$ cat src/rtl/codec_cfg_pkg.sv
// Shared types and the default WM8731 power-up table for the codec configuration sequencer.
// Table words are {7-bit register address, 9-bit data}; entry 0 sits in the least significant 16 bits.
package codec_cfg_pkg;

    typedef enum logic [3:0] {
        S_IDLE,
        S_START,
        S_DEV,
        S_HI,
        S_LO,
        S_STOP,
        S_GAP,
        S_DONE,
        S_ERR
    } cfg_state_e;

    localparam logic [6:0] R_LLINE   = 7'h00;
    localparam logic [6:0] R_RLINE   = 7'h01;
    localparam logic [6:0] R_LHP     = 7'h02;
    localparam logic [6:0] R_RHP     = 7'h03;
    localparam logic [6:0] R_APATH   = 7'h04;
    localparam logic [6:0] R_DPATH   = 7'h05;
    localparam logic [6:0] R_PWR     = 7'h06;
    localparam logic [6:0] R_FORMAT  = 7'h07;
    localparam logic [6:0] R_SRATE   = 7'h08;
    localparam logic [6:0] R_ACTIVE  = 7'h09;
    localparam logic [6:0] R_RESET   = 7'h0F;

    localparam int TABLE_DEPTH = 64;

    function automatic logic [15:0] wm_word(input logic [6:0] addr, input logic [8:0] data);
        return {addr, data};
    endfunction

    // Outputs stay powered down until the last power write so the DAC comes up without a pop.
    localparam logic [TABLE_DEPTH*16-1:0] DEFAULT_TABLE = {
        {((TABLE_DEPTH - 10) * 16){1'b0}},
        wm_word(R_ACTIVE, 9'h001),
        wm_word(R_PWR,    9'h000),
        wm_word(R_SRATE,  9'h000),
        wm_word(R_FORMAT, 9'h002),
        wm_word(R_DPATH,  9'h000),
        wm_word(R_APATH,  9'h012),
        wm_word(R_LHP,    9'h179),
        wm_word(R_LLINE,  9'h117),
        wm_word(R_PWR,    9'h010),
        wm_word(R_RESET,  9'h000)
    };

endpackage

$ cat src/rtl/codec_cfg_if.sv
// Command/completion link between the configuration sequencer and the I2C host.
// Valid/ready: a one-cycle command pulse is accepted by the host, which answers with one i2c_done pulse
// (i2c_ack valid only then); no new command until the cycle after i2c_done, wr_data held meanwhile.
interface codec_cfg_if;
    logic       i2c_start;
    logic       i2c_stop;
    logic       i2c_write;
    logic       i2c_read;
    logic [7:0] i2c_wr_data;
    logic       i2c_done;
    logic       i2c_ack;

    modport master (
        output i2c_start, i2c_stop, i2c_write, i2c_read, i2c_wr_data,
        input  i2c_done, i2c_ack
    );

    modport slave (
        input  i2c_start, i2c_stop, i2c_write, i2c_read, i2c_wr_data,
        output i2c_done, i2c_ack
    );
endinterface

$ cat src/rtl/codec_init_rom.sv
// Combinational lookup of one 16-bit codec register word by table index.
module codec_init_rom
    import codec_cfg_pkg::*;
#(
    parameter int                          N_REGS = 10,
    parameter logic [TABLE_DEPTH*16-1:0]   TABLE  = DEFAULT_TABLE
) (
    input  logic [5:0]  idx,
    output logic [15:0] word
);

    always_comb begin
        word = '0;
        if (int'(idx) < N_REGS) begin
            word = TABLE[{idx, 4'b0000} +: 16];
        end
    end

endmodule

$ cat src/rtl/codec_cfg_seq.sv
// Power-up sequencer: writes each table word to the codec as START, address, high byte, low byte, STOP,
// retrying NACKed entries and reporting done/error levels to the top level.
module codec_cfg_seq
    import codec_cfg_pkg::*;
#(
    parameter logic [6:0]                DEV_ADDR   = 7'h1A,
    parameter int                        N_REGS     = 10,
    parameter int                        MAX_RETRY  = 3,
    parameter int                        GAP_CYCLES = 2000,
    parameter logic [TABLE_DEPTH*16-1:0] TABLE      = DEFAULT_TABLE
) (
    input  logic              clk,
    input  logic              rst_n,
    input  logic              go,
    output logic              cfg_busy,
    output logic              cfg_done,
    output logic              cfg_err,
    output logic [5:0]        err_idx,
    codec_cfg_if.master       bus,
    output cfg_state_e        dbg_state
);

    localparam int GAP_W   = $clog2(GAP_CYCLES + 1);
    localparam int RETRY_W = (MAX_RETRY > 0) ? $clog2(MAX_RETRY + 1) : 1;

    localparam logic [5:0]         LAST_IDX  = 6'(N_REGS - 1);
    localparam logic [GAP_W-1:0]   GAP_LOAD  = GAP_W'(GAP_CYCLES - 1);
    localparam logic [RETRY_W-1:0] RETRY_MAX = RETRY_W'(MAX_RETRY);

    cfg_state_e         state_q, state_d;
    logic [5:0]         idx_q, idx_d;
    logic [RETRY_W-1:0] retry_q, retry_d;
    logic [GAP_W-1:0]   gap_q, gap_d;
    logic               fail_q, fail_d;
    logic               wait_q, wait_d;
    logic               busy_q, busy_d;
    logic               done_q, done_d;
    logic               err_q, err_d;
    logic [5:0]         err_idx_q, err_idx_d;
    logic [15:0]        rom_word;
    logic               cmd_state;

    codec_init_rom #(
        .N_REGS (N_REGS),
        .TABLE  (TABLE)
    ) u_rom (
        .idx  (idx_q),
        .word (rom_word)
    );

    always_ff @(posedge clk or negedge rst_n) begin
        if (!rst_n) begin
            state_q   <= S_IDLE;
            idx_q     <= '0;
            retry_q   <= '0;
            gap_q     <= '0;
            fail_q    <= 1'b0;
            wait_q    <= 1'b0;
            busy_q    <= 1'b0;
            done_q    <= 1'b0;
            err_q     <= 1'b0;
            err_idx_q <= '0;
        end else begin
            state_q   <= state_d;
            idx_q     <= idx_d;
            retry_q   <= retry_d;
            gap_q     <= gap_d;
            fail_q    <= fail_d;
            wait_q    <= wait_d;
            busy_q    <= busy_d;
            done_q    <= done_d;
            err_q     <= err_d;
            err_idx_q <= err_idx_d;
        end
    end

    assign cmd_state = (state_q == S_START) || (state_q == S_DEV) || (state_q == S_HI) ||
                       (state_q == S_LO)    || (state_q == S_STOP);

    // Command pulses fire only in the first cycle of a command state; wait_q marks the rest.
    always_comb begin
        bus.i2c_start   = (state_q == S_START) && !wait_q;
        bus.i2c_stop    = (state_q == S_STOP)  && !wait_q;
        bus.i2c_write   = ((state_q == S_DEV) || (state_q == S_HI) || (state_q == S_LO)) && !wait_q;
        bus.i2c_read    = 1'b0;
        bus.i2c_wr_data = 8'h00;
        case (state_q)
            S_DEV:   bus.i2c_wr_data = {DEV_ADDR, 1'b0};
            S_HI:    bus.i2c_wr_data = rom_word[15:8];
            S_LO:    bus.i2c_wr_data = rom_word[7:0];
            default: bus.i2c_wr_data = 8'h00;
        endcase
    end

    always_comb begin
        state_d   = state_q;
        idx_d     = idx_q;
        retry_d   = retry_q;
        gap_d     = gap_q;
        fail_d    = fail_q;
        wait_d    = wait_q;
        busy_d    = busy_q;
        done_d    = done_q;
        err_d     = err_q;
        err_idx_d = err_idx_q;

        case (state_q)
            S_IDLE, S_DONE, S_ERR: begin
                if (go) begin
                    state_d   = S_START;
                    idx_d     = '0;
                    retry_d   = '0;
                    fail_d    = 1'b0;
                    wait_d    = 1'b0;
                    busy_d    = 1'b1;
                    done_d    = 1'b0;
                    err_d     = 1'b0;
                    err_idx_d = '0;
                end
            end
            S_GAP: begin
                if (gap_q != '0) begin
                    gap_d = gap_q - 1'b1;
                end else if (!fail_q) begin
                    if (idx_q == LAST_IDX) begin
                        state_d = S_DONE;
                        done_d  = 1'b1;
                        busy_d  = 1'b0;
                    end else begin
                        state_d = S_START;
                        idx_d   = idx_q + 6'd1;
                        retry_d = '0;
                    end
                end else if (retry_q != RETRY_MAX) begin
                    state_d = S_START;
                    retry_d = retry_q + 1'b1;
                    fail_d  = 1'b0;
                end else begin
                    state_d   = S_ERR;
                    err_d     = 1'b1;
                    err_idx_d = idx_q;
                    busy_d    = 1'b0;
                end
            end
            default: begin
                if (cmd_state) begin
                    if (!wait_q) begin
                        wait_d = 1'b1;
                    end else if (bus.i2c_done) begin
                        wait_d = 1'b0;
                        case (state_q)
                            S_START: state_d = S_DEV;
                            S_DEV:   state_d = bus.i2c_ack ? S_HI : S_STOP;
                            S_HI:    state_d = bus.i2c_ack ? S_LO : S_STOP;
                            S_LO:    state_d = S_STOP;
                            default: begin
                                state_d = S_GAP;
                                gap_d   = GAP_LOAD;
                            end
                        endcase
                        // A NACK on any byte skips the rest of the entry and marks it for retry.
                        if (((state_q == S_DEV) || (state_q == S_HI) || (state_q == S_LO)) && !bus.i2c_ack) begin
                            fail_d = 1'b1;
                        end
                    end
                end
            end
        endcase
    end

    assign cfg_busy  = busy_q;
    assign cfg_done  = done_q;
    assign cfg_err   = err_q;
    assign err_idx   = err_idx_q;
    assign dbg_state = state_q;

endmodule

$ cat src/flat_wrapper.sv
// flat-port wrapper written by rule: the top's interface ports become plain ports
module codec_cfg_seq_flat import codec_cfg_pkg::*;
#(
    parameter logic [6:0]                DEV_ADDR   = 7'h1A,
    parameter int                        N_REGS     = 10,
    parameter int                        MAX_RETRY  = 3,
    parameter int                        GAP_CYCLES = 2000,
    parameter logic [TABLE_DEPTH*16-1:0] TABLE      = DEFAULT_TABLE
)
  (clk, rst_n, go, cfg_busy, cfg_done, cfg_err, err_idx, dbg_state, bus_i2c_start, bus_i2c_stop, bus_i2c_write, bus_i2c_read, bus_i2c_wr_data, bus_i2c_done, bus_i2c_ack);
  codec_cfg_if bus_i ();
  input  logic clk;
  input  logic rst_n;
  input  logic go;
  output logic cfg_busy;
  output logic cfg_done;
  output logic cfg_err;
  output logic [5:0] err_idx;
  output cfg_state_e dbg_state;
  output wire logic [$bits(bus_i.i2c_start)-1:0] bus_i2c_start;
  output wire logic [$bits(bus_i.i2c_stop)-1:0] bus_i2c_stop;
  output wire logic [$bits(bus_i.i2c_write)-1:0] bus_i2c_write;
  output wire logic [$bits(bus_i.i2c_read)-1:0] bus_i2c_read;
  output wire logic [$bits(bus_i.i2c_wr_data)-1:0] bus_i2c_wr_data;
  input wire logic [$bits(bus_i.i2c_done)-1:0] bus_i2c_done;
  input wire logic [$bits(bus_i.i2c_ack)-1:0] bus_i2c_ack;
  assign bus_i2c_start = bus_i.i2c_start;
  assign bus_i2c_stop = bus_i.i2c_stop;
  assign bus_i2c_write = bus_i.i2c_write;
  assign bus_i2c_read = bus_i.i2c_read;
  assign bus_i2c_wr_data = bus_i.i2c_wr_data;
  assign bus_i.i2c_done = bus_i2c_done;
  assign bus_i.i2c_ack = bus_i2c_ack;
  codec_cfg_seq #(.DEV_ADDR(DEV_ADDR), .N_REGS(N_REGS), .MAX_RETRY(MAX_RETRY), .GAP_CYCLES(GAP_CYCLES), .TABLE(TABLE)) u_core (.clk(clk), .rst_n(rst_n), .go(go), .cfg_busy(cfg_busy), .cfg_done(cfg_done), .cfg_err(cfg_err), .err_idx(err_idx), .bus(bus_i), .dbg_state(dbg_state));
endmodule
$ cat config.mk
export PLATFORM = sky130hd
export DESIGN_NAME = codec_cfg_seq_flat
export DESIGN_NICKNAME = d
export VERILOG_FILES = /design/src/rtl/codec_cfg_pkg.sv /design/src/rtl/codec_cfg_if.sv /design/src/rtl/codec_init_rom.sv /design/src/rtl/codec_cfg_seq.sv /design/src/flat_wrapper.sv
export SDC_FILE = /design/constraint.sdc
export NUM_CORES = 1
export LEC_CHECK = 0
export BUFFER_PORTS_ARGS = -buffer_cell sky130_fd_sc_hd__buf_2
export CAP_MARGIN = 20
export CELL_PAD_IN_SITES_DETAIL_PLACEMENT = 0
export CELL_PAD_IN_SITES_GLOBAL_PLACEMENT = 2
export CORE_MARGIN = 2
export CORE_UTILIZATION = 39
export CTS_BUF_LIST = sky130_fd_sc_hd__clkbuf_4 sky130_fd_sc_hd__clkbuf_8
export DETAILED_ROUTE_END_ITERATION = 8
export GPL_TIMING_DRIVEN = 0
export HOLD_SLACK_MARGIN = 0.02
export PLACE_DENSITY = 0.86
export SETUP_SLACK_MARGIN = 0.1
export SYNTH_ARGS = -nofsm -noshare
export SYNTH_HDL_FRONTEND = slang
export SYNTH_HIERARCHICAL = 1
export SYNTH_SLANG_ARGS = --single-unit
$ cat constraint.sdc
create_clock -name clk -period 3.3 [get_ports clk]
set_clock_uncertainty 0.2 [all_clocks]
set_input_delay 0.165 -clock clk [delete_from_list [all_inputs] [get_ports clk]]
set_output_delay 0.165 -clock clk [all_outputs]
set_load 0.005 [all_outputs]
**Yosys cells after proc, flatten, opt, wreduce, memory -nomap -nowiden**

Cells that the tools add are included.

- Add/subtract/negate cells: 3
- Order comparisons: 1
- Eq/ne operators: 23
- Shift operators: 1
- Muxes and demuxes: 62
- Bitwise operators: 2
- Reduce and logical (&&, ||, !) cells: 34

Operator list:

| cell | count |
|---|---|
| $shiftx 1024x11->16 const A | 1 |
| $mux 11 | 5 |
| $mux 6 | 7 |
| $reduce_and 5->1 | 6 |
| $mux 4 | 7 |
| $pmux 6 s2 | 2 |
| $pmux 8 s3 | 1 |
| $mux 1 | 23 |
| $pmux 11 s2 | 1 |
| $eq 4x3->1 const B | 4 |
| $mux 16 | 1 |
| $pmux 4 s4 | 1 |
| $ne 2x2->1 const B | 6 |
| $reduce_and 6->1 | 2 |
| $reduce_bool 3->1 | 4 |
| $reduce_bool 11->1 | 1 |
| $sub 11x1->11 const B | 1 |
| $mux 2 | 5 |
| $pmux 1 s2 | 5 |
| $reduce_bool 2->1 | 5 |
| $eq 4x2->1 const B | 2 |
| $ne 2x1->1 const B | 4 |
| $pmux 4 s2 | 1 |
| $add 6x1->6 const B | 1 |
| 18 further kinds | 30 |

- Register bits: 34
- Input bits: 5
- Output and inout bits: 25
- Logic and storage cells: 136

**Logic depth before layout (Yosys ltp)**

Gate-level depths: netlist of run 1.

- Word-level depth: 9
- Gate-level depth with buffers: 8
- Gate-level depth less buffers: 7

**Modules after synthesis**

The synthesis of run 1 kept the hierarchy.

By module, submodules not included:

| module | instances | cells an instance | area an instance (um^2) | seq. area each (um^2) |
|---|---|---|---|---|
| codec_cfg_seq | 1 | 247 | 2175.8 | 850.8 |
| codec_init_rom | 1 | 47 | 324.1 | 0.0 |

**Worst setup path before layout of run 1**

Ideal clock, no wire load.

- Path kind: reg2reg
- From: register u_core.gap_q[0]
- To: register u_core.idx_q[2]
- Setup time: 66 ps
- Data arrival time: 1788 ps
- Required time: 3034 ps
- Path slack: 1246 ps
- Stages on the path, launching flop included: 8
- Path buffers: 0
- Clock period less this slack: 2054 ps
- Cell sequence: dfrtp_1 inv_1 ha_1 nor4b_4 nand3_1 o31a_1 or4_1 nand2_1

- Longest elaborated chain between the ends: 3

Ends and longest elaborated chain:

| element | line | RTL |
|---|---|---|
| from (decl) | codec_cfg_seq.sv:33 | `logic [GAP_W-1:0] gap_q, gap_d;` |
| from (signal assigned) | codec_cfg_seq.sv:67 | `gap_q <= gap_d;` |
| $reduce_bool 11->1 | codec_cfg_seq.sv:122 | `if (gap_q != '0) begin` |
| $ne 2x2->1 (no source line) | n/a |  |
| $reduce_and 5->1 (no source line) | n/a |  |
| to (signal assigned) | codec_cfg_seq.sv:65 | `idx_q <= idx_d;` |
| to (decl) | codec_cfg_seq.sv:31 | `logic [5:0] idx_q, idx_d;` |

Every way passes these cells.
A chain may end at the register's enable or synchronous reset.

**Worst setup path in the final report of run 1**

- From: register u_core.idx_q[1]
- To: output bus_i2c_wr_data[2]

- Longest elaborated chain between the ends: 3
- Elaborated cells between the ends (all ways): 4
- Classes of those cells: 1 x order compare; 1 x shift; 2 x mux

Ends and longest elaborated chain:

| element | line | RTL |
|---|---|---|
| $shiftx 1024x11->16 or $lt 6x4->1 (tied branches) | codec_init_rom.sv:15, codec_init_rom.sv:14 |  |
| $mux 16 * | codec_init_rom.sv:14 | `if (int'(idx) < N_REGS) begin` |
| named net u_core.rom_word[10] | codec_cfg_seq.sv:40 | `logic [15:0] rom_word;` |
| $pmux 8 s3 * | codec_cfg_seq.sv:87 | `case (state_q)` |
| to (decl) | flat_wrapper.sv:24 | `output wire logic [$bits(bus_i.i2c_wr_data)-1:0] bus_i2c_wr_data;` |

Mark *: on every way through the listed nets, which the timed path passes. The rest lies on a longest branch.

==> results of run 1 <==
power breakdown:
part	internal, mW	total (mW)	switching (mW)
combinational	0.420	1.07	0.648
sequential	0.521	0.644	0.122
clock	0.176	0.323	0.147
total	1.12	2.04	0.917
critical path, stage by stage, from the launching register on:
cell and delay, ns:
dfrtp_1 0.52, inv_1 0.25, ha_1 0.28, a31oi_1 0.10, a2111oi_1 0.45, o21ai_0 0.13, a21oi_1 0.19, buf_2 0.14
area by class of cell:
cell class                      count  share of cell area [%]
Buffer                             20                   4.482
Clock buffer                        7                   3.163
Clock inverter                      1                  0.1757
Inverter                           12                   1.582
Multi-Input combinational cell    231                   52.24
Sequential cell                    34                   29.88
Tap cell                           77                   3.383
Timing Repair Buffer               28                   5.097
state kept, by name (all words and copies together), names as in the netlist:
signal / cells
u_core/fail_q: 1
u_core/cfg_busy: 1
u_core/idx_q: 6
u_core/retry_q: 2
u_core/cfg_done: 1
u_core/err_idx: 6
u_core/wait_q: 1
u_core/cfg_err: 1
u_core/gap_q: 11
u_core/dbg_state: 4
stage by stage:
step	utilization [%]	hold slack [ns]	instance area, µm²	worst slack, ns	power (mW)
after global routing	45.37	0.05956	2848	0.3673	2.218
final	45.37	0.06965	2848	0.6008	2.035
after floorplan	-	-0.3306	2511	1.246	1.410
after CTS	45.37	0.05505	2848	0.5653	2.053
after detailed placement	43.69	0.09412	2743	0.8879	1.718
after global placement	43.69	0.09322	2743	0.8646	1.718
cells by family (layout without fill, tap and decap cells):
kind of cell               after synthesis  count (layout)  share of synthesized area [%]
and+or+nand+nor                        116             116                          25.43
AOI/OAI and AO/OA                       89              89                          23.82
DFF                                     34              34                          34.03
buffers and inverters                   32              68                          6.907
adders and majority gates               12              12                          6.006
xor gates and xnor gates                 5               5                          1.752
muxes                                    4               4                          1.752
other                                    2               5                         0.3004
path summary, 6_finish.rpt:
path,start,endpoint,slack [ns]
min reg2reg,u_core/err_idx[0],u_core/err_idx[0],0.29
max reg2reg,u_core/gap_q[0],u_core/err_idx[1],0.90
min,bus_i2c_ack,u_core/fail_q,0.07
max in group asynchronous,rst_n,u_core/gap_q[1],2.10
min in group asynchronous,rst_n,u_core/err_idx[3],0.30
max,u_core/idx_q[1],bus_i2c_wr_data[2],0.60
per-layer routing:
metal,GRT usage (%),routed length [µm],vias up
li1,-,-,1135
met1,24.95,2907,1092
met2,28.86,2856,51
met3,2.572,245,2
met4,4.399,29,0
met5,0,0,-
placed cells by master (no fill, tap or decap), drive strengths merged, types with 4 or more instances in the layout:
master	n
a21oi	24
nand2	27
or2	4
nand2b	5
nand3	6
conb	5
dfrtp	34
inv	12
nor3	11
buf	40
a22oi	5
a31oi	8
or3	4
o21ai	19
ha	12
xnor2	4
a22o	6
nor2	31
nor2b	4
clkbuf	14
==> flow_summary.yaml, run 1 <==
outcome:
  outcome: "finished, final reports clean"
sta:
  fin_crit_ns: 2.699
  finalSetupViolations: 0
  slew_headroom_pct: 43.69
  setup_tns_ns: 0
  worstMarginPinSlew_ns: 0.8428
  rsz0062_at_grt: "no"
  max_freq_mhz: 370.5
  hold_viol_final: 0
  fin_crit_sh_pct: 81.79
  slew_violations: 0
clock_tree:
  cts_hold_buf: 1
  worstSkewPairLatency_ns: 0.28
  clock-root-buffer: "clkbuf_8"
  path_clk_slew_ns: 0.07
  post-cts-setup-buffers: 0
  cts.sinks: 34
  cts_tree: "yes"
  cts_buffers: 5
  cts.htree.levels: 2
  postCtsResizedCells: 0
  cts_buffer_depth: 2
global_route:
  antenna_found_initial: 0
  grt_use_total_pct: 17.80
  grt_pass1_vias: 2128
  grt_max_degree: 35
  grt_remaining_overflow: 0
  grt_pass1_wl_mm: 10.45
synth:
  synthTopCellsByArea: "dfrtp_1 (34%), ha_1 (6.0%), a21oi_1 (4.6%)"
  synthDistinctLibCells: 67
  synthCells: 294
  syn-cell-area_mm2: 0.002500
  avgSynthCellArea_um2: 8.503
  synth_ff_type: "dfrtp_1"
  synth_most_common_cell: "dfrtp_1"
  async_flop_share_pct: 100.0
  synth_top_cell_by_area: "dfrtp_1"
  synth_edf_count: 0
  ys_seq_elements: 34
  synth-seq-area-share_pct: 34.03
  synth_top_cells_by_count: "dfrtp_1 (34), nor2_1 (29), nand2_1 (27)"
  yosysTopAreaCellShare_pct: 34.03
  ys_warn_count: 6
flow_run:
  drv_cap: 0
placed_design:
  post-place-cells: 401
  hpwl_mm: 4.357
  finalWeightedCongestion: 0.8230
  io_buffers: 27
floorplanning:
  rows: 29
  ios: 30
  die_h_um: 84.06
  dieArea_mm2: 0.007066
  core-area_mm2: 0.006277
  die_x_um: 84.06
  initial_core_util_pct: 39.82
cells_and_area:
  layout.nets: 349
  instances_no_fill: 410
  register_area_um2: 850.8
  layout-drive-gt1-share_pct: 19.22
  fill_cells: 631
  area_growth_pct: 13.91
  multi_input_area_mm2: 0.001488
  n_antenna_cell: 0
setup_path:
  arrival_ns: 2.33
  path_class: "reg2out"
  cp.required_ns: 2.93
  r2r_cells: 7
  critPathLaunchType: "register"
  crit_fanout: 12
  end_kind: "output pin"
drt:
  via_count: 2280
  drcViolationCount: 0
  ant_nets: 0
  drt-pass1-iter-count: 4
  drt-initial-drc-count: 155
  avgRoutedWirePerCell_um: 14.72
  via_per_inst: 5.561
  wl_mm: 6.037
power:
  ir_drop_v: 0.0003852
  p_leak_nw: 1.266
  power_density_mw_per_mm2: 714.7
min_path:
  holdPathStages: 3
  hp-class: "in2reg"
Power figures use the tool's default switching activity.
==> run 2: changes to the inputs <==
CORE_UTILIZATION = 37   (was 39)
PLACE_DENSITY = 0.82   (was 0.86)
clock period = 2.7 ns   (was 3.3 ns; I/O delays follow)
==> run 2 against run 1 <==
Compared with the run above:
- count of clock-buffer cells in the layout unchanged
- global-route usage increased by 0.40 points
- routed wire length increased by 6.9%
- clock power increased by 17%
- setup slack got worse by 0.39 ns
- register-to-register slack lost 0.58 ns
- utilization shrank 1.3 points
- die area up 5.1%
- sequential cell count unchanged
- cell count down 0.24%
- via count up 0.53%
- cell area about the same
==> flow_summary.yaml, run 2 (synthesis gave the netlist of run 1 again) <==
clock_tree:
  cts.sinks: 34
  post-cts-setup-buffers: 0
  clock-root-buffer: "clkbuf_8"
  cts.htree.levels: 2
  worstSkewPairLatency_ns: 0.28
  path_clk_slew_ns: 0.07
  cts_buffer_depth: 2
  cts_tree: "yes"
  cts_buffers: 5
setup_path:
  crit_fanout: 12
  slowest_delay_ns: 0.49
  r2r_cells: 7
  path_class: "reg2out"
  critPathLaunchType: "register"
  critPathSlowestCell: "dfrtp_2"
  crit_buf_inv: 2
  arrival_ns: 2.15
  crit_cells: 7
  cp_cell_sequence: "inv_2 > ha_2 > a31oi_1 > a2111oi_1 > o21ai_0 > a21oi_1 > buf_2"
  cp.required_ns: 2.37
  cp_top_family: "compound AO/OA/AOI/OAI gates"
  end_kind: "output pin"
cells_and_area:
  final_util_pct: 44.07
  final_common_cell: "dfrtp_1"
  multi_input_area_mm2: 0.001494
  final_area_mm2: 0.002846
  layout.nets: 349
  top_register: "u_core/gap_q"
  area_growth_pct: 13.86
  n_antenna_cell: 0
  layout-drive-gt1-share_pct: 20.78
  register_area_um2: 853.3
  fill_cells: 695
  most-common-layout-cells: "dfrtp_1 (32), buf_2 (30), nor2_1 (29), nand2_1 (27), a21oi_1 (23)"
  largest_reg_flops: 11
drt:
  ant_nets: 0
  drt-pass1-iter-count: 4
  via_per_inst: 5.604
  avgRoutedWirePerCell_um: 15.78
  drcViolationCount: 0
  drt-initial-drc-count: 139
  wl_mm: 6.456
  via_count: 2292
placed_design:
  finalWeightedCongestion: 0.7767
  io_buffers: 27
  placed_cell_area_mm2: 0.002743
  hpwl_mm: 4.496
global_route:
  grt_pass1_vias: 2105
  grt_use_total_pct: 18.20
  antenna_found_initial: 0
  grt_remaining_overflow: 0
  grt_max_degree: 35
  grt_pass1_wl_mm: 10.83
sta:
  slew_violations: 0
  finalSetupViolations: 0
  rsz0062_at_grt: "yes"
  worstMarginPinSlew_ns: 0.7900
  max_freq_mhz: 401.7
  setup_tns_ns: 0
  fin_hold_ws_ns: 0.06315
  hold_viol_final: 0
  slew_headroom_pct: 47.33
  fin_crit_ns: 2.489
  fin_crit_sh_pct: 92.19
floorplanning:
  die_h_um: 86.20
  initial_core_util_pct: 38.71
  dieArea_mm2: 0.007430
  ios: 30
  die_x_um: 86.20
  core-area_mm2: 0.006459
  rows: 29
flow_run:
  drv_cap: 0
power:
  ir_drop_v: 0.0003097
  power_density_mw_per_mm2: 881.2
  p_leak_nw: 1.259
min_path:
  hp-class: "in2reg"
  holdPathStages: 3
outcome:
  outcome: "finished, final reports clean"
run 2: final timing paths:
path / startpoint / endpoint / slack (ns)
setup reg to reg: u_core/gap_q[0] / u_core/err_idx[1] / 0.32
hold reg to reg: u_core/err_idx[0] / u_core/err_idx[0] / 0.30
min in group asynchronous: rst_n / u_core/gap_q[8] / 0.27
setup / recovery: u_core/idx_q[1] / bus_i2c_wr_data[2] / 0.21
max in group asynchronous: rst_n / u_core/idx_q[0] / 1.47
hold / removal: bus_i2c_ack / u_core/fail_q / 0.06
run 2: timing repair:
| action | in CTS | in global routing |
|---|---|---|
| endpoints found under the setup margin | 1 | 5 |
| gates resized for setup | 2 | 5 |
| endpoints found under the hold margin | 34 | 0 |
| hold buffers | 1 | 0 |
run 2: per-layer routing:
metal  track usage, %  share of wire, %  vias up
met5                0                 0        -
met4            3.835              0.88        0
met3            3.048               4.3        5
met2            25.09                40       50
met1            29.52                55     1104
li1                 -                 -     1133
run 2: worst reg2reg max path: stages (launching register included):
cell and delay, ns:
dfrtp_1 0.38, inv_1 0.12, ha_1 0.17, nor4b_4 0.27, a31oi_1 0.30, nor2_1 0.36, nand2_1 0.23, a22o_1 0.24
run 2: power breakdown:
group	leakage (nW)	internal (mW)	switching, mW	total, mW
clock	0.0452	0.198	0.180	0.378
combinational	0.794	0.518	0.818	1.34
sequential	0.419	0.638	0.157	0.795
total	1.26	1.35	1.15	2.51
run 2: cell type report:
class                   instances  area share, %
multi-input cells             231          52.48
clock buffers                   7          2.945
flip-flops and latches         34          29.98
repair buffers                 28          5.099
inverters                      12          1.582
well taps                      77          3.385
plain buffers                  20          4.527
run 2: stage by stage:
stage / power, mW / instances / worst slack, ns
2_1_floorplan: 1.723 / 297 / 0.6455
3_3_place_gp: 2.110 / 401 / 0.2118
3_5_place_dp: 2.110 / 401 / 0.2822
4_1_cts: 2.503 / 409 / 0.1104
5_1_grt: 2.729 / 409 / 0.05905
6_report: 2.508 / 409 / 0.2108
==> run 3: changes to the inputs <==
CELL_PAD_IN_SITES_DETAIL_PLACEMENT = not set   (was 0)
CELL_PAD_IN_SITES_GLOBAL_PLACEMENT = not set   (was 2)
CORE_ASPECT_RATIO = 2   (was not set)
CORE_UTILIZATION = 59   (was 37)
PLACE_DENSITY = 0.8   (was 0.82)
==> run 3 against run 2 <==
Compared with the run above:
- cell count fell by 5.9%
- maximum frequency increased by 2.9%
- register-to-register slack better by 0.02 ns
- combinational power about the same
- count of clock-buffer cells in the layout unchanged
- setup slack better by 0.070 ns
- worst hold slack worse by 0.0095 ns
- global-route usage grew 8.2 points
- sequential share of layout area rose by 0.19 points
==> flow_summary.yaml, run 3 (synthesis gave the netlist of run 1 again) <==
power:
  p_comb_share_pct: 52.9
  p_leak_nw: 1.265
  p_int_mw: 1.374
  power_frac_seq_pct: 31.4
  ir_drop_v: 0.0008136
  swShare_pct: 45.44
  power_density_mw_per_mm2: 890.0
  p_clk_share_pct: 15.7
  p_switching_mw: 1.144
sta:
  slew_violations: 0
  fin_hold_ws_ns: 0.05361
  rsz0062_at_grt: "no"
  fin_crit_sh_pct: 89.60
  fin_crit_ns: 2.419
  max_freq_mhz: 413.4
  hold_viol_final: 0
  slew_headroom_pct: 45.23
  worstMarginPinSlew_ns: 0.8197
  setup_tns_ns: 0
  finalSetupViolations: 0
setup_path:
  crit_path_start: "u_core/idx_q[1]"
  r2r_setup_slack_ns: 0.34
  cp.required_ns: 2.37
  endpoint: "bus_i2c_wr_data[2]"
  slowest_delay_ns: 0.50
  critPathSlowestCell: "dfrtp_2"
  end_kind: "output pin"
  r2r_start: "u_core/gap_q[0]"
  critPathLaunchType: "register"
  crit_fanout: 12
  r2r_cells: 7
  arrival_ns: 2.08
  reg2reg_to: "u_core/err_idx[4]"
  cp_cell_sequence: "inv_4 > ha_2 > a31oi_1 > a2111oi_2 > o21ai_0 > a21oi_1 > buf_2"
  path_class: "reg2out"
global_route:
  grt_pass1_vias: 2224
  grt_max_degree: 35
  grt_remaining_overflow: 0
  antenna_found_initial: 0
  grt_pass1_wl_mm: 9.811
  grt_use_total_pct: 26.35
cells_and_area:
  n_antenna_cell: 0
  register_area_um2: 853.3
  multi_input_area_mm2: 0.001495
  layout-drive-gt1-share_pct: 21.02
  area_growth_pct: 13.16
  fill_cells: 344
  final_common_cell: "dfrtp_1"
  largest_reg_flops: 11
  top_register: "u_core/gap_q"
  layout.nets: 349
  most-common-layout-cells: "dfrtp_1 (32), buf_2 (30), nor2_1 (29), nand2_1 (27), a21oi_1 (23)"
placed_design:
  finalWeightedCongestion: 0.8066
  io_buffers: 27
  hpwl_mm: 4.354
clock_tree:
  cts_tree: "yes"
  post-cts-setup-buffers: 0
  cts_buffer_depth: 2
  worstSkewPairLatency_ns: 0.29
  cts.sinks: 34
  cts.htree.levels: 2
  clock-root-buffer: "clkbuf_8"
  path_clk_slew_ns: 0.07
  cts_buffers: 5
drt:
  wl_mm: 6.129
  via_count: 2324
  drcViolationCount: 0
  drt-initial-drc-count: 62
  drt-pass1-iter-count: 5
  via_per_inst: 6.036
  avgRoutedWirePerCell_um: 15.92
  ant_nets: 0
flow_run:
  drv_cap: 0
min_path:
  hp-class: "in2reg"
floorplanning:
  core-area_mm2: 0.004088
  die_x_um: 50.03
  initial_core_util_pct: 61.16
  die_h_um: 96.06
  ios: 30
  dieArea_mm2: 0.004805
  rows: 33
outcome:
  outcome: "finished, final reports clean"
## run 3: final cells by class
type / count / share of cell area (%)
Clock inverter: 1 / 0.1769
Timing Repair Buffer: 28 / 5.130
Tap cell: 52 / 2.300
Clock buffer: 7 / 3.184
Multi-Input combinational cell: 231 / 52.85
Sequential cell: 34 / 30.16
Inverter: 12 / 1.681
Buffer: 20 / 4.511
## run 3: through the flow
| stage | total power, mW | setup WS, ns | std cells | util (%) | area [µm²] |
|---|---|---|---|---|---|
| after global placement | 2.061 | 0.2783 | 376 | 66.33 | 2711 |
| after global routing | 2.721 | 0.1368 | 385 | 69.21 | 2829 |
| after detailed placement | 2.093 | 0.3077 | 376 | 66.33 | 2711 |
| after floorplan | 1.723 | 0.6455 | 297 | - | 2511 |
| final | 2.518 | 0.2808 | 385 | 69.21 | 2829 |
| after CTS | 2.512 | 0.1298 | 385 | 69.02 | 2821 |
## run 3: worst min-delay path by stage
stage	from	to	slack (ns)	cells past startpoint
final	bus_i2c_ack	u_core/fail_q	0.05	3
after global placement	rst_n	u_core/err_idx[3]	0.04	1
after floorplan	rst_n	u_core/cfg_busy	-0.36	0
after CTS	bus_i2c_ack	u_core/fail_q	0.04	3
after global routing	bus_i2c_ack	u_core/fail_q	0.08	3
after detailed placement	rst_n	u_core/idx_q[4]	0.05	1
## run 3: power by group through the flow
| stage | sequential [mW] | combinational (mW) | clock (mW) |
|---|---|---|---|
| final | 0.791 | 1.33 | 0.395 |
| after global routing | 0.809 | 1.48 | 0.429 |
| after CTS | 0.789 | 1.31 | 0.411 |
| after detailed placement | 0.797 | 1.30 | 0 |
| after global placement | 0.790 | 1.27 | 0 |
| after floorplan | 0.766 | 0.957 | 0 |
## run 3: per-layer routing
| layer | vias up | part of all wire (%) | track usage [%] |
|---|---|---|---|
| li1 | 1132 | - | - |
| met1 | 1122 | 40 | 28.66 |
| met2 | 57 | 55 | 47.59 |
| met3 | 13 | 3.0 | 3.727 |
| met4 | 0 | 2.3 | 15.05 |
| met5 | - | 0 | 0 |
## run 3: timing repair
action	in CTS	in global routing
endpoints found under the hold margin	34	0
endpoints found under the setup margin	1	2
resized for setup	2	5
hold buffers	1	0
## run 3: worst max-delay path: cells and delay by family (launching register included)
kind | cells | cell delay, ns
AO/OA/AOI/OAI | 4 | 0.82
adder cells (fa/ha/maj) | 1 | 0.22
buffers and inverters | 2 | 0.25
flip-flops | 1 | 0.50
